## config.mk

```make
export PLATFORM = sky130hd
export DESIGN_NAME = sobel_stream_ctrl_flat
export DESIGN_NICKNAME = d
export VERILOG_FILES = /design/src/rtl/sobel_stream_ctrl_if.sv /design/src/rtl/sobel_stream_ctrl.sv /design/src/flat_wrapper.sv
export SDC_FILE = /design/constraint.sdc
export NUM_CORES = 1
export LEC_CHECK = 0
export BUFFER_PORTS_ARGS = -buffer_cell sky130_fd_sc_hd__buf_2
export CORE_ASPECT_RATIO = 1.1
export CORE_UTILIZATION = 40
export DETAILED_ROUTE_END_ITERATION = 10
export SLEW_MARGIN = 20
export SYNTH_ARGS = -nofsm -noshare
export SYNTH_HDL_FRONTEND = slang
export SYNTH_SLANG_ARGS = --single-unit
export TNS_END_PERCENT = 30
```

## constraint.sdc

```tcl
create_clock -name clk -period 10.6 [get_ports clk]
set_input_delay 1.59 -clock clk [delete_from_list [all_inputs] [get_ports clk]]
set_output_delay 1.59 -clock clk [all_outputs]
set_load 0.05 [all_outputs]
```

## src/rtl/sobel_stream_ctrl_if.sv

```systemverilog
// Pixel-stream handshake and window-status bundle for the Sobel sequencer.
// The master side drives pixel qualifiers. The slave side (the controller) reports
// line-buffer shifting, window validity and frame status.
interface sobel_stream_ctrl_if #(
    parameter int COORD_W = 11
);
    logic               en;
    logic               hsync;
    logic               vsync;
    logic               shift_en;
    logic               win_valid;
    logic [COORD_W-1:0] win_x;
    logic [COORD_W-1:0] win_y;
    logic               frame_done;
    logic               line_err;

    modport master (
        output en, hsync, vsync,
        input  shift_en, win_valid, win_x, win_y, frame_done, line_err
    );

    modport slave (
        input  en, hsync, vsync,
        output shift_en, win_valid, win_x, win_y, frame_done, line_err
    );
endinterface

```

## src/rtl/sobel_stream_ctrl.sv

```systemverilog
// Sobel line-buffer / window sequencer.
// Tracks the row/column of every accepted pixel and gates line-buffer shifting.
// Launches a window token for each pixel that completes a 3x3 neighbourhood.
// Delays the token to match datapath latency, and reports end-of-frame and
// line-length errors.
module sobel_stream_ctrl #(
    parameter int FRAME_WIDTH  = 297,
    parameter int FRAME_HEIGHT = 240,
    parameter int COORD_W      = 11,
    parameter int LATENCY      = 1
) (
    input  logic               clk,
    input  logic               reset,
    sobel_stream_ctrl_if.slave bus
);
    typedef enum logic [1:0] {
        IDLE = 2'd0,
        FILL = 2'd1,
        RUN  = 2'd2,
        DONE = 2'd3
    } state_t;

    localparam logic [COORD_W-1:0] COL_LAST = COORD_W'(FRAME_WIDTH - 1);
    localparam logic [COORD_W-1:0] ROW_LAST = COORD_W'(FRAME_HEIGHT - 1);
    localparam logic [COORD_W-1:0] ONE      = COORD_W'(1);
    localparam logic [COORD_W-1:0] TWO      = COORD_W'(2);

    state_t             state;
    state_t             state_next;
    logic [COORD_W-1:0] col;
    logic [COORD_W-1:0] row;
    logic [COORD_W-1:0] col_next;
    logic [COORD_W-1:0] row_next;
    logic [COORD_W-1:0] pix_col;
    logic [COORD_W-1:0] pix_row;
    logic               accept;
    logic               line_break;
    logic               pix_last;
    logic               launch;
    logic               line_err_q;

    logic [LATENCY-1:0] pipe_valid;
    logic [LATENCY-1:0] pipe_last;
    logic [COORD_W-1:0] pipe_x [LATENCY];
    logic [COORD_W-1:0] pipe_y [LATENCY];

    // Decide whether this cycle's pixel is taken and which coordinates it really has
    always_comb begin
        accept     = 1'b0;
        line_break = 1'b0;
        pix_col    = col;
        pix_row    = row;
        if (bus.vsync) begin
            accept  = bus.en;
            pix_col = '0;
            pix_row = '0;
        end else begin
            accept = bus.en && (state == FILL || state == RUN);
            if (bus.hsync && col != '0) begin
                line_break = accept;
                pix_col    = '0;
                pix_row    = row + ONE;
            end
        end
        pix_last = accept && (pix_row == ROW_LAST) && (pix_col == COL_LAST);
        launch   = accept && (pix_row >= TWO) && (pix_col >= TWO);
    end

    // Advance the coordinate counters and choose the next sequencing state
    always_comb begin
        state_next = state;
        col_next   = col;
        row_next   = row;
        if (accept) begin
            if (pix_col == COL_LAST) begin
                col_next = '0;
                row_next = pix_row + ONE;
            end else begin
                col_next = pix_col + ONE;
                row_next = pix_row;
            end
        end else if (bus.vsync) begin
            col_next = '0;
            row_next = '0;
        end

        case (state)
            IDLE:    state_next = IDLE;
            FILL:    if (row_next >= TWO) state_next = RUN;
            RUN:     state_next = RUN;
            DONE:    state_next = IDLE;
            default: state_next = IDLE;
        endcase

        if (bus.vsync) begin
            state_next = FILL;
        end
        if (pix_last) begin
            state_next = DONE;
        end
    end

    // Sequencing state, counters and the per-frame sticky line error
    always_ff @(posedge clk or posedge reset) begin
        if (reset) begin
            state      <= IDLE;
            col        <= '0;
            row        <= '0;
            line_err_q <= 1'b0;
        end else begin
            state <= state_next;
            col   <= col_next;
            row   <= row_next;
            if (bus.vsync) begin
                line_err_q <= 1'b0;
            end else if (line_break) begin
                line_err_q <= 1'b1;
            end
        end
    end

    // Window token delay line; vsync drops tokens in flight, coordinates hold between tokens
    always_ff @(posedge clk or posedge reset) begin
        if (reset) begin
            pipe_valid <= '0;
            pipe_last  <= '0;
            for (int k = 0; k < LATENCY; k++) begin
                pipe_x[k] <= '0;
                pipe_y[k] <= '0;
            end
        end else begin
            if (bus.vsync) begin
                pipe_valid <= '0;
                pipe_last  <= '0;
            end else begin
                pipe_valid[0] <= launch;
                pipe_last[0]  <= launch && pix_last;
                for (int k = 1; k < LATENCY; k++) begin
                    pipe_valid[k] <= pipe_valid[k-1];
                    pipe_last[k]  <= pipe_last[k-1];
                end
            end
            if (launch && !bus.vsync) begin
                pipe_x[0] <= pix_col - ONE;
                pipe_y[0] <= pix_row - ONE;
            end
            for (int k = 1; k < LATENCY; k++) begin
                if (pipe_valid[k-1] && !bus.vsync) begin
                    pipe_x[k] <= pipe_x[k-1];
                    pipe_y[k] <= pipe_y[k-1];
                end
            end
        end
    end

    assign bus.shift_en   = accept;
    assign bus.win_valid  = pipe_valid[LATENCY-1];
    assign bus.frame_done = pipe_last[LATENCY-1];
    assign bus.win_x      = pipe_x[LATENCY-1];
    assign bus.win_y      = pipe_y[LATENCY-1];
    assign bus.line_err   = line_err_q;
endmodule

```

## src/flat_wrapper.sv

```systemverilog
// flat-port wrapper written by rule: the top's interface ports become plain ports
module sobel_stream_ctrl_flat 
#(
    parameter int FRAME_WIDTH  = 297,
    parameter int FRAME_HEIGHT = 240,
    parameter int COORD_W      = 11,
    parameter int LATENCY      = 1
)
  (clk, reset, bus_en, bus_hsync, bus_vsync, bus_shift_en, bus_win_valid, bus_win_x, bus_win_y, bus_frame_done, bus_line_err);
  sobel_stream_ctrl_if #(.COORD_W(COORD_W)) bus_i ();
  input  logic clk;
  input  logic reset;
  input wire logic [$bits(bus_i.en)-1:0] bus_en;
  input wire logic [$bits(bus_i.hsync)-1:0] bus_hsync;
  input wire logic [$bits(bus_i.vsync)-1:0] bus_vsync;
  output wire logic [$bits(bus_i.shift_en)-1:0] bus_shift_en;
  output wire logic [$bits(bus_i.win_valid)-1:0] bus_win_valid;
  output wire logic [$bits(bus_i.win_x)-1:0] bus_win_x;
  output wire logic [$bits(bus_i.win_y)-1:0] bus_win_y;
  output wire logic [$bits(bus_i.frame_done)-1:0] bus_frame_done;
  output wire logic [$bits(bus_i.line_err)-1:0] bus_line_err;
  assign bus_i.en = bus_en;
  assign bus_i.hsync = bus_hsync;
  assign bus_i.vsync = bus_vsync;
  assign bus_shift_en = bus_i.shift_en;
  assign bus_win_valid = bus_i.win_valid;
  assign bus_win_x = bus_i.win_x;
  assign bus_win_y = bus_i.win_y;
  assign bus_frame_done = bus_i.frame_done;
  assign bus_line_err = bus_i.line_err;
  sobel_stream_ctrl #(.FRAME_WIDTH(FRAME_WIDTH), .FRAME_HEIGHT(FRAME_HEIGHT), .COORD_W(COORD_W), .LATENCY(LATENCY)) u_core (.clk(clk), .reset(reset), .bus(bus_i));
endmodule
```

# Word-level counts from Yosys, hierarchy flattened
# Cells that the tools add are included.
dict set report op_classes {
  add_sub_neg 5
  order_cmp 3
  eq_ne 6
  mux 21
  n_reduce_logical 15
}
# op count
set op_table {}
lappend op_table {{11-bit two-way mux} 10}
lappend op_table {{11-bit by 1-bit adder with 11-bit output, second input constant} 3}
lappend op_table {{11-bit by 2-bit >= comparator with 1-bit output, second input constant} 3}
lappend op_table {{11-bit by 1-bit subtractor with 11-bit output, second input constant} 2}
lappend op_table {{11-bit by 8-bit == test with 1-bit output, second input constant} 1}
lappend op_table {{11-bit by 9-bit == test with 1-bit output, second input constant} 1}
lappend op_table {{11-bit nonzero test} 1}
lappend op_table {{1-bit logical AND} 8}
lappend op_table {{1-bit two-way mux} 7}
lappend op_table {{2-bit two-way mux} 3}
lappend op_table {{2-bit one-hot mux with 3 select lines} 1}
lappend op_table {{2-bit == test, second input constant} 2}
lappend op_table {{4-bit by 3-bit inequality test with 1-bit output, second input constant} 1}
lappend op_table {{2-bit nonzero test} 2}
lappend op_table {{2-bit by 1-bit == test with 1-bit output, second input constant} 1}
lappend op_table {{2-bit zero test} 1}
lappend op_table {{2-bit OR reduction} 1}
lappend op_table {{1-bit zero test} 1}
lappend op_table {{1-bit logical OR} 1}
dict set report word_totals {
  ff_bits 49
  input_bits 5
  output_inout_bits 26
}

# Longest topological paths before layout
# Gate-level depths: netlist (run 1).
dict set report logic_depth {
  depth_word 12
  depth_mapped 17
  mapped_depth_nobuf 14
}

# Worst setup path before layout (run 1)
# No wires, ideal clock.
dict set report synth_timing {
  path_type {input-to-reg}
  from {in bus_vsync}
  to {reg u_core.state[1]}
  arrival_ns 5.161
  setup_slack_ns 5.311
  stages 17
  cell_sequence {clkbuf_1 > clkbuf_1 > buf_1 > nor2_1 > clkbuf_1 > nand2_1 > ha_1 > and3b_1 > and4_1 > clkbuf_1 > nand2_1 > a31o_2 > nor4_1 > xor2_1 > a221o_1 > nand4bb_1 > mux2_1}
}
dict set report synth_via {
  elab_chain_len 6
  elab_cells_between_ends 15
  classes_between {1 x add/sub; 1 x order compare; 3 x eq/ne; 8 x mux; 2 x reduce/logical}
}
# element line
set synth_rtl {}
lappend synth_rtl {{start, declared} flat_wrapper.sv:15} ;# input wire logic [$bits(bus_i.vsync)-1:0] bus_vsync;
lappend synth_rtl {{11-bit two-way mux} sobel_stream_ctrl.sv:53} ;# if (bus.vsync) begin
lappend synth_rtl {{11-bit by 1-bit adder with 11-bit output or 11-bit by 9-bit == test with 1-bit output (tied branches)} {sobel_stream_ctrl.sv:77, sobel_stream_ctrl.sv:65, sobel_stream_ctrl.sv:75}}
lappend synth_rtl {{11-bit two-way mux} sobel_stream_ctrl.sv:75} ;# if (pix_col == COL_LAST) begin
lappend synth_rtl {{11-bit two-way mux} sobel_stream_ctrl.sv:74} ;# if (accept) begin
lappend synth_rtl {{11-bit by 2-bit >= comparator with 1-bit output} sobel_stream_ctrl.sv:89} ;# FILL: if (row_next >= TWO) state_next = RUN;
lappend synth_rtl {{4-bit by 3-bit inequality test with 1-bit output (no line)} -}
lappend synth_rtl {{end signal, assigned} sobel_stream_ctrl.sv:111} ;# state <= state_next;
lappend synth_rtl {{end, declared} sobel_stream_ctrl.sv:28} ;# state_t state;
# Parallel ways exist; a longest one is shown, timed or not.
# A chain may end at the register's enable or synchronous reset.

# Worst setup path after layout (run 1)
dict set report layout_timing {
  from {in bus_hsync}
  to {reg u_core.state[1]}
}
dict set report layout_via {
  elab_chain_len 8
  elab_cells_between_ends 15
  classes_between {1 x add/sub; 1 x order compare; 3 x eq/ne; 7 x mux; 3 x reduce/logical}
}
# element line
set layout_rtl {}
lappend layout_rtl {{start, declared} flat_wrapper.sv:14} ;# input wire logic [$bits(bus_i.hsync)-1:0] bus_hsync;
lappend layout_rtl {{1-bit logical AND (*)} sobel_stream_ctrl.sv:59} ;# if (bus.hsync && col != '0) begin
lappend layout_rtl {{11-bit two-way mux} sobel_stream_ctrl.sv:59}
lappend layout_rtl {{11-bit two-way mux} sobel_stream_ctrl.sv:53}
lappend layout_rtl {{11-bit by 1-bit adder with 11-bit output or 11-bit by 9-bit == test with 1-bit output (tied branches)} {sobel_stream_ctrl.sv:77, sobel_stream_ctrl.sv:65, sobel_stream_ctrl.sv:75}}
lappend layout_rtl {{11-bit two-way mux} sobel_stream_ctrl.sv:75}
lappend layout_rtl {{11-bit two-way mux} sobel_stream_ctrl.sv:74}
lappend layout_rtl {{11-bit by 2-bit >= comparator with 1-bit output} sobel_stream_ctrl.sv:89}
lappend layout_rtl {{4-bit by 3-bit inequality test with 1-bit output (no line)} -}
# Mark *: on every way between the ends. The rest lies on a longest branch, timed or not.

==> run metrics, run 1 <==
Mapped Area=3560 um^2; Comb pwr share=24.9%; Net Sw Frac=33.6%; slew margin rel.=42.1%; Critical Path AT=5.64 ns; Hold WC Path Type=flip-flop to flip-flop; Die ar.=9290 um^2; syn nets=440; number of I/O port buffers=30; WP depth=15; Worst-path clk slew=0.10 ns; row count=35; Hold Vio Cnt, Final=0; CTS tree=yes; EDFF count, synth=0; Layout fillers=858; Clock Tree Root=clkbuf_8; Core Util, Final=45.8%; Distinct cells, synth=66; cells on worst reg2reg path=14; vias per cell=6.10; CP Capture Type=flip-flop; CTS sink cnt=49; kind of critical path=input pin to flip-flop; Avg WL per Cell=17.9 um; Clk pwr share=34.0%; Max Slew Vio Count=0; Design Area, Final=3890 um^2; H-Tree Level Count=2; Slew @ Worst Pin=0.868 ns; Synth async-reset ratio=100%; Multi-input gate area=2150 um^2; Initial Utilization=41.9%; Synth area leader=dfrtp_1; Final nets=453; RD Place Congestion=0.915; maximum vdd drop=64.7 uV; Area contributors post-synth=dfrtp_1, nor2_1, o21ai_0, nand2_1, ha_1; worst-path cell chain=buf_2 > inv_1 > a31oi_1 > nor2_1 > nand2_1 > ha_1 > and3b_1 > and4_1 > nand2_1 > a31o_2 > nor4_1 > xor2_1 > a221o_1 > nand4bb_1 > mux2_1; Mapped Avg Cell Area=8.36 um^2; clock skew=0.00894 ns; net switching power=0.165 mW; P&R area growth vs syn=9.30%; CP Launch Type=input pin; crit path max-delay cell type=a31oi_1; pre-CTS setup slack=4.87 ns; final setup fails=0; antenna viol nets, final=0; Gates resized, CTS repair=0; vias in the first global route=3240; most common cell in the netlist=nor2_1; Top delay family on crit path=simple AND/OR/NAND/NOR gates; Static Leak=1.69 nW; grt total ovfl=0; Pwr Total=0.492 mW; Post-Syn Instances=426; Max Cap Viol=0; Vias=3359; num ports=31; final WL=9870 um; Fmax=0.184 GHz; top cells by count, synth=nor2_1, dfrtp_1, nand2_1, o21ai_0, a21oi_1; global-route wire length before repair=16200 um; iteration-0 DRC count of the detailed router=255; most used cell along the critical path=nand2_1; Yosys reg bits=49; Synth Flop Type=dfrtp_1; Area after DPL=3760 um^2; Max clock buf depth=2; largest net degree at the start of global routing=50; sequential-to-total area share from yosys stat=34.4%; WHS Path Cells=1; final setup TNS=0 ns; Pint=0.326 mW; CP max FO=12; Crit path largest cell delay=0.61 ns; worst setup margin=5.17 ns; Reg area=1230 um^2; yosys warns=0; Layout Cells excl Fill=551; dpl hpwl=6940 um; drt pass-1 iters=5; Final Cycle Share=51.3%; Data required, critical path=10.81 ns; Total GRT Usage=22.1%; final hold slack=0.496 ns; Seq pwr share=41.1%; Die Width=92.0 um; worst-skew pair later-pin latency=0.32 ns; CP Buf/Inv Count=2; initial antenna violation count=0; Core Area=8500 um^2; top cell type's share of synthesized area=34.4%; Post-CTS Setup Inserts=0; dpl cells=543; die height=101 um; hold buffer count at cts=0; DRC Markers=0; CTS buffer count=5; status=complete, no violations; Pwr per Cell Area=126 nW/um^2; RSZ-0062 raised after global routing=no; Ant. Diodes=0; share of cells above drive strength 1=15.5%; Final min period=5.43 ns
[flip-flops by register name (all words and copies together), names as in the netlist]
name                   cells
u_core.row                11
u_core.state               2
u_core.col                11
u_core.bus.win_x          11
u_core.bus.win_y          11
u_core.bus.frame_done      1
u_core.bus.win_valid       1
u_core.bus.line_err        1
[layout make-up]
| type | instances | area share [%] |
|---|---|---|
| timing repair buffer | 34 | 4.63 |
| multi-input combinational | 333 | 55.2 |
| tap | 111 | 3.57 |
| inverter | 16 | 1.57 |
| clock buffer | 5 | 1.77 |
| clock inverter | 3 | 1.77 |
| sequential | 49 | 31.5 |
[final timing paths]
check	startpoint	to	slack, ns
worst max-delay path	bus_hsync	u_core.state[1]	5.17
worst min-delay path	u_core.state[1]	u_core.state[1]	0.50
min in group asynchronous	reset	u_core.bus.win_x[8]	1.41
worst min register to register	u_core.state[1]	u_core.state[1]	0.50
worst max register to register	u_core.col[6]	u_core.state[1]	5.46
max in group asynchronous	reset	u_core.bus.win_y[2]	8.68
[routing by layer]
metal | GRT usage [%] | vias up | wire (um)
met5 | 0 | - | 0
met4 | 9.86 | 0 | 303
met3 | 3.02 | 29 | 519
met2 | 36.2 | 140 | 4650
met1 | 29.2 | 1601 | 4400
li1 | - | 1589 | -
[kinds of logic after synthesis]
kind of cell	count (synthesis)	synth area share, %
simple gates	182	26.9
mux	11	3.41
compound gates	109	21.5
flops	49	34.4
xor+xnor	22	5.41
fa+ha+maj	9	3.16
buf+inv	44	5.23
[cells in the final DEF (no fill, tap or decap), types with 7 or more instances in the layout]
master | Yosys | final
buf_2 | 8 | 30
nor2b_1 | 7 | 7
mux2_2 | 8 | 8
and3_1 | 8 | 8
nand4_1 | 9 | 9
nand2_1 | 32 | 32
nor4_1 | 10 | 10
nor3_1 | 15 | 15
inv_1 | 15 | 14
xor2_1 | 10 | 10
a21oi_1 | 21 | 21
nor2_1 | 53 | 53
a31oi_1 | 13 | 13
ha_1 | 9 | 9
dfrtp_1 | 49 | 49
nand3_1 | 8 | 8
xnor2_1 | 12 | 12
o21ai_0 | 24 | 24
[power by group through the flow]
| stage | Sequential, mW | Combinational (mW) | Clock, mW |
|---|---|---|---|
| global route | 0.204 | 0.135 | 0.177 |
| CTS | 0.202 | 0.122 | 0.170 |
| global placement | 0.205 | 0.120 | 0 |
| floorplan | 0.217 | 0.0792 | 0 |
| detailed placement | 0.206 | 0.122 | 0 |
| finish | 0.202 | 0.123 | 0.167 |
[worst register-to-register path: stages (launching register included)]
cell	delay [ns]
dfrtp_1	0.53
nor4_1	0.77
a31oi_1	0.44
nor2_1	0.66
nand2_1	0.27
ha_1	0.26
and3b_1	0.15
and4_1	0.26
nand2_1	0.14
xor2_1	0.16
o21ai_1	0.09
or4b_1	0.53
nor4_1	0.27
nand4bb_1	0.18
mux2_1	0.33
(Power assumes the default switching activity.)
==> run 2, diff against run 1 <==
ABC_AREA = 1   (was unset)
clock period = 5.6 ns   (was 10.6 ns; I/O delays follow)
==> run 2 against run 1 <==
Effect of this change: power increased to 2.9 times the previous value; clock skew increased by 0.0038 ns; via count increased by 2.7%; sequential power increased by 140%; worst setup slack got worse by 3.0 ns; final area increased by 2.8%; critical path type unchanged; critical endpoint unchanged.
==> run metrics, run 2 <==
H-Tree Level Count=2 (unchanged); vias in the first global route=3307 (+2.1%); Synth area leader=dfrtp_1; Yosys reg bits=49 (unchanged); worst setup margin=2.20 ns (-2.96 ns); Total GRT Usage=22.1% (-0.055 points); Max Slew Vio Count=0 (unchanged); drt pass-1 iters=5 (unchanged); num ports=31 (unchanged); Clock Tree Root=clkbuf_8; CP max FO=11 (-1); initial antenna violation count=0 (unchanged); Reg area=1230 um^2 (unchanged); dpl cells=667 (+23%); Fmax=0.294 GHz; top cells by count, synth=nand2_1, nor2_1, inv_1, dfrtp_1, nand3_1; final setup fails=0 (unchanged); Static Leak=2.12 nW (+25%); Ant. Diodes=0 (unchanged); r2r setup slk=2.31 ns (-3.15 ns); share of cells above drive strength 1=16.4% (+0.94 points); Data required, critical path=5.81 ns (-5.00 ns); CP Capture Type=flip-flop; Distinct cells, synth=36 (-45%); Synth Flop Type=dfrtp_1; CP endpoint=u_core.state[1]; pre-CTS setup slack=1.84 ns (-3.02 ns); Core Area=8920 um^2 (+5.0%); Synth async-reset ratio=100% (unchanged); Reg-to-Reg End=u_core.state[1]; CTS sink cnt=49 (unchanged); syn nets=550 (+25%); final setup TNS=0 ns (unchanged); Die Width=93.7 um (+1.9%); row count=36 (+2.9%); global-route wire length before repair=16400 um (+1.5%); maximum vdd drop=211 uV (+230%); CTS tree=yes; status=complete, no violations; dpl hpwl=7690 um (+11%); Gates resized, CTS repair=0 (unchanged); RD Place Congestion=0.893 (-2.4%); kind of critical path=input pin to flip-flop; P&R area growth vs syn=8.18%; Initial Utilization=41.5% (-0.45 points); CTS buffer count=5 (unchanged); most common cell in the netlist=nand2_1; Vias=3451 (+2.7%); Slew @ Worst Pin=0.922 ns (+0.0540 ns); Hold Vio Cnt, Final=0 (unchanged); slew margin rel.=38.3% (-3.8 points); Layout fillers=957 (+12%); CP Launch Type=input pin; CP startpoint=bus_hsync; sequential-to-total area share from yosys stat=33.1% (-1.3 points); die height=103 um (+1.9%); Max clock buf depth=2 (unchanged); Final min period=3.40 ns; Avg WL per Cell=14.5 um (-19%); Layout Cells excl Fill=675 (+23%); top cell type's share of synthesized area=33.1% (-1.3 points); Area contributors post-synth=dfrtp_1, nand2_1, nand3_1, nor2_1, inv_1; cells on worst reg2reg path=22 (+8); antenna viol nets, final=0 (unchanged); DRC Markers=0 (unchanged); reg-to-reg critical path startpoint=u_core.col[4]; vias per cell=5.11 (-16%); RSZ-0062 raised after global routing=no; Mapped Avg Cell Area=6.90 um^2 (-17%); Post-Syn Instances=536 (+26%); yosys warns=0 (unchanged); Multi-input gate area=2140 um^2 (-0.70%); final WL=9800 um (-0.77%); Pwr Total=1.43 mW (+190%); iteration-0 DRC count of the detailed router=127 (-50%); Pwr per Cell Area=358 nW/um^2 (+180%); Max Cap Viol=0 (unchanged); Worst-path clk slew=0.10 ns (about the same); Final Cycle Share=60.7%; Die ar.=9640 um^2 (+3.8%); hold buffer count at cts=0 (unchanged); most common cell after layout, fill and taps aside=nand2_1; Post-CTS Setup Inserts=0 (unchanged); commonest cells after routing, fill and taps aside=nand2_1, nor2_1, inv_1; EDFF count, synth=0 (unchanged); clock skew=0.0127 ns (+0.00378 ns); Mapped Area=3700 um^2 (+3.9%); Final nets=574 (+27%); worst-skew pair later-pin latency=0.31 ns (about the same); largest net degree at the start of global routing=50 (unchanged); Hold WC Path Type=flip-flop to flip-flop; number of I/O port buffers=30 (unchanged); Critical Path AT=3.61 ns (-2.03 ns); grt total ovfl=0 (unchanged)
run 2: cell count changes after synthesis, moves of 10 or more:
| cell | delta |
|---|---|
| o21ai_1 | +14 |
| nand2_1 | +131 |
| inv_1 | +39 |
| a21oi_1 | -16 |
| nand3_1 | +38 |
| nand2_2 | +14 |
| clkbuf_1 | -12 |
| o21ai_0 | -10 |
run 2: kinds of logic (layout without fill, tap and decap cells):
group	after synthesis	count (layout)	synth area share [%]
AND/OR/NAND/NOR	332	332	42.3
XOR/XNOR	20	20	4.73
flip-flops	49	49	33.1
buffers and inverters	75	100	9.16
adder cells (fa/ha/maj)	9	9	3.04
AO/OA/AOI/OAI	51	51	7.67
run 2: worst min-delay path by stage:
stage | startpoint | end | slack (ns) | depth (start not counted)
floorplan | u_core.col[1] | u_core.col[1] | 0.48 | 2
global placement | u_core.bus.win_x[2] | u_core.bus.win_x[2] | 0.46 | 2
detailed placement | u_core.bus.win_x[2] | u_core.bus.win_x[2] | 0.46 | 2
CTS | u_core.bus.win_x[2] | u_core.bus.win_x[2] | 0.49 | 2
global route | u_core.bus.win_x[9] | u_core.bus.win_x[9] | 0.53 | 2
finish | u_core.bus.win_x[2] | u_core.bus.win_x[2] | 0.48 | 2
run 2: area by class of cell:
| type | count | share of cell area, % |
|---|---|---|
| Clock buffer | 5 | 1.72 |
| Clock inverter | 3 | 1.09 |
| Inverter | 62 | 5.91 |
| Multi-Input combinational cell | 412 | 53.3 |
| Sequential cell | 49 | 30.6 |
| Tap cell | 114 | 3.56 |
| Timing Repair Buffer | 30 | 3.75 |
run 2: worst max-delay path, cell delays in order:
cell     delay [ns]
buf_2          0.25
inv_2          0.07
a21oi_2        0.38
nor3_2         0.15
inv_1          0.13
ha_1           0.20
nand3_1        0.08
nor3_1         0.24
inv_1          0.09
nor2_2         0.10
nand2_1        0.08
nor2_4         0.19
nand2_1        0.07
nand3_1        0.10
nand3_1        0.08
nor2_1         0.09
nand3_1        0.10
nor3_2         0.17
nand2_1        0.07
nand2_1        0.06
nand2_1        0.04
run 2: routing by layer:
layer	track usage, %	wire, um
met1	27.7	4360
met2	38.3	4860
met3	2.73	294
met5	0	0
met4	9.23	284
run 2: metrics by stage:
step | util [%] | hold WS (ns) | instance area [um^2]
after detailed placement | 43.6 | 0.460 | 3890
after global placement | 43.6 | 0.462 | 3890
after CTS | 44.9 | 0.487 | 4000
after floorplan | - | 0.476 | 3700
final | 44.9 | 0.483 | 4000
after global routing | 44.9 | 0.530 | 4000
run 2: where the power goes:
part	internal, mW	switching [mW]
clock network	0.134	0.131
registers	0.433	0.0499
logic	0.169	0.515
total	0.736	0.696
==> run 3, diff against run 2 <==
clock period = 3.1 ns   (was 5.6 ns; I/O delays follow)
==> run 3 against run 2 <==
Effect of this change: power grew 84%; worst setup slack worse by 2.0 ns; clock skew decreased by 0.0017 ns; core utilization is 2.0 points higher.
==> run metrics, run 3 (synthesis results as in run 2) <==
Layout Cells excl Fill=692 (+2.5%); share of cells above drive strength 1=19.9% (+3.5 points); Fmax=0.341 GHz; antenna viol nets, final=0 (unchanged); dpl cells=679 (+1.8%); number of I/O port buffers=30 (unchanged); final WL=9900 um (+1.1%); Static Leak=2.22 nW (+4.5%); row count=36 (unchanged); Max Slew Vio Count=0 (unchanged); CP Capture Type=flip-flop; CTS sink cnt=49 (unchanged); initial antenna violation count=0 (unchanged); grt total ovfl=0 (unchanged); Hold WC Path Type=input pin to async pin; Initial Utilization=41.5% (unchanged); global-route wire length before repair=16200 um (-1.4%); largest net degree at the start of global routing=50 (unchanged); RD Place Congestion=0.971 (+8.7%); Ant. Diodes=0 (unchanged); H-Tree Level Count=2 (unchanged); P&R area growth vs syn=13.0%; Max Cap Viol=0 (unchanged); most common cell after layout, fill and taps aside=nand2_1; pre-CTS setup slack=0.0574 ns (-1.78 ns); Final min period=2.93 ns; kind of critical path=flip-flop to flip-flop; worst-skew pair later-pin latency=0.31 ns (about the same); CP max FO=11 (unchanged); iteration-0 DRC count of the detailed router=189 (+49%); Die ar.=9640 um^2 (unchanged); vias per cell=5.16 (+0.94%); Hold Vio Cnt, Final=0 (unchanged); Vias=3571 (+3.5%); Slew @ Worst Pin=0.852 ns (-0.0706 ns); commonest cells after routing, fill and taps aside=nand2_1, nor2_1, inv_1; Worst-path clk slew=0.10 ns (about the same); maximum vdd drop=365 uV (+73%); vias in the first global route=3298 (-0.27%); DRC Markers=0 (unchanged); drt pass-1 iters=6 (+1); RSZ-0062 raised after global routing=yes; die height=103 um (unchanged); clock skew=0.0110 ns (-0.00170 ns); status=complete, no violations; Pwr per Cell Area=630 nW/um^2 (+76%); Final nets=591 (+3.0%); Critical Path AT=3.13 ns (-0.48 ns); Total GRT Usage=21.4% (-0.64 points); Max clock buf depth=2 (unchanged); Multi-input gate area=2170 um^2 (+1.6%); Layout fillers=930 (-2.8%); Clock Tree Root=clkbuf_8; num ports=31 (unchanged); Core Area=8920 um^2 (unchanged); Reg area=1230 um^2 (unchanged); Die Width=93.7 um (unchanged); Data required, critical path=3.30 ns (-2.51 ns); slew margin rel.=43.2% (+4.9 points); Avg WL per Cell=14.3 um (-1.4%); CTS tree=yes; CP Launch Type=flip-flop; dpl hpwl=7620 um (-0.95%); worst setup margin=0.170 ns (-2.03 ns); Final Cycle Share=94.5%; CTS buffer count=5 (unchanged); final setup fails=0 (unchanged)
## run 3: critical path, stage by stage, from the launching register on
cell	delay [ns]
dfrtp_1	0.43
inv_2	0.08
nand2_1	0.10
nor2_4	0.07
nand2_8	0.11
nand2_8	0.09
nand3_2	0.11
ha_4	0.15
nand3_1	0.09
nor3_2	0.23
buf_4	0.15
nand3_2	0.09
nor2_4	0.15
nand3_1	0.08
nand2_1	0.09
nand2_1	0.06
nand2_1	0.06
nand2_1	0.08
nor2_1	0.11
nand3_1	0.10
nor3_2	0.23
nand2_1	0.07
nand2_1	0.06
nand2_1	0.04
## run 3: layer usage
layer  part of all wire, %  wire [um]  GRT usage, %
met5                     0          0             0
met1                    44       4380          27.4
met2                    49       4860          37.0
met4                   2.5        243          7.69
met3                   4.3        421          2.95
## run 3: worst paths after layout
check                      cells after the start  slack (ns)           startpoint                   to
setup / recovery                              23        0.17        u_core.col[4]      u_core.state[1]
hold / removal                                 2        0.28                reset  u_core.bus.win_x[6]
setup reg to reg                              23        0.17        u_core.col[4]      u_core.state[1]
hold reg to reg                                2        0.49  u_core.bus.win_x[1]  u_core.bus.win_x[1]
max in group asynchronous                      2        2.29                reset        u_core.row[1]
min in group clk                               2        0.49  u_core.bus.win_x[1]  u_core.bus.win_x[1]
## run 3: stage by stage
step | area [um^2] | hold WS [ns] | total power [mW] | util, % | setup TNS (ns)
3_5_place_dp | 3990 | 0.468 | 2.15 | 44.8 | 0
5_1_grt | 4180 | 0.363 | 2.80 | 46.9 | -0.165
4_1_cts | 4110 | 0.443 | 2.63 | 46.1 | 0
2_1_floorplan | 3700 | 0.476 | 1.86 | - | 0
6_report | 4180 | 0.283 | 2.64 | 46.9 | 0
3_3_place_gp | 3990 | 0.463 | 2.14 | 44.8 | 0
## run 3: layout make-up
type | count | share of cell area, %
Clock buffer | 7 | 2.06
Clock inverter | 1 | 0.718
Inverter | 62 | 5.65
Multi-Input combinational cell | 412 | 51.9
Sequential cell | 49 | 29.3
Tap cell | 114 | 3.41
Timing Repair Buffer | 47 | 6.94
## run 3: timing repair
| item | 4_1_cts | 5_1_grt |
|---|---|---|
| setup buffers | 0 | 5 |
| hold endpoints to repair | 0 | 0 |
| hold buffers | 0 | 0 |
| gates resized for setup | 0 | 9 |
| endpoints found under the setup margin | 0 | 16 |
## run 3: power breakdown
| group | internal [mW] | switching, mW |
|---|---|---|
| Combinational | 0.335 | 0.941 |
| Sequential | 0.782 | 0.0888 |
| Clock | 0.264 | 0.226 |
| Total | 1.38 | 1.26 |
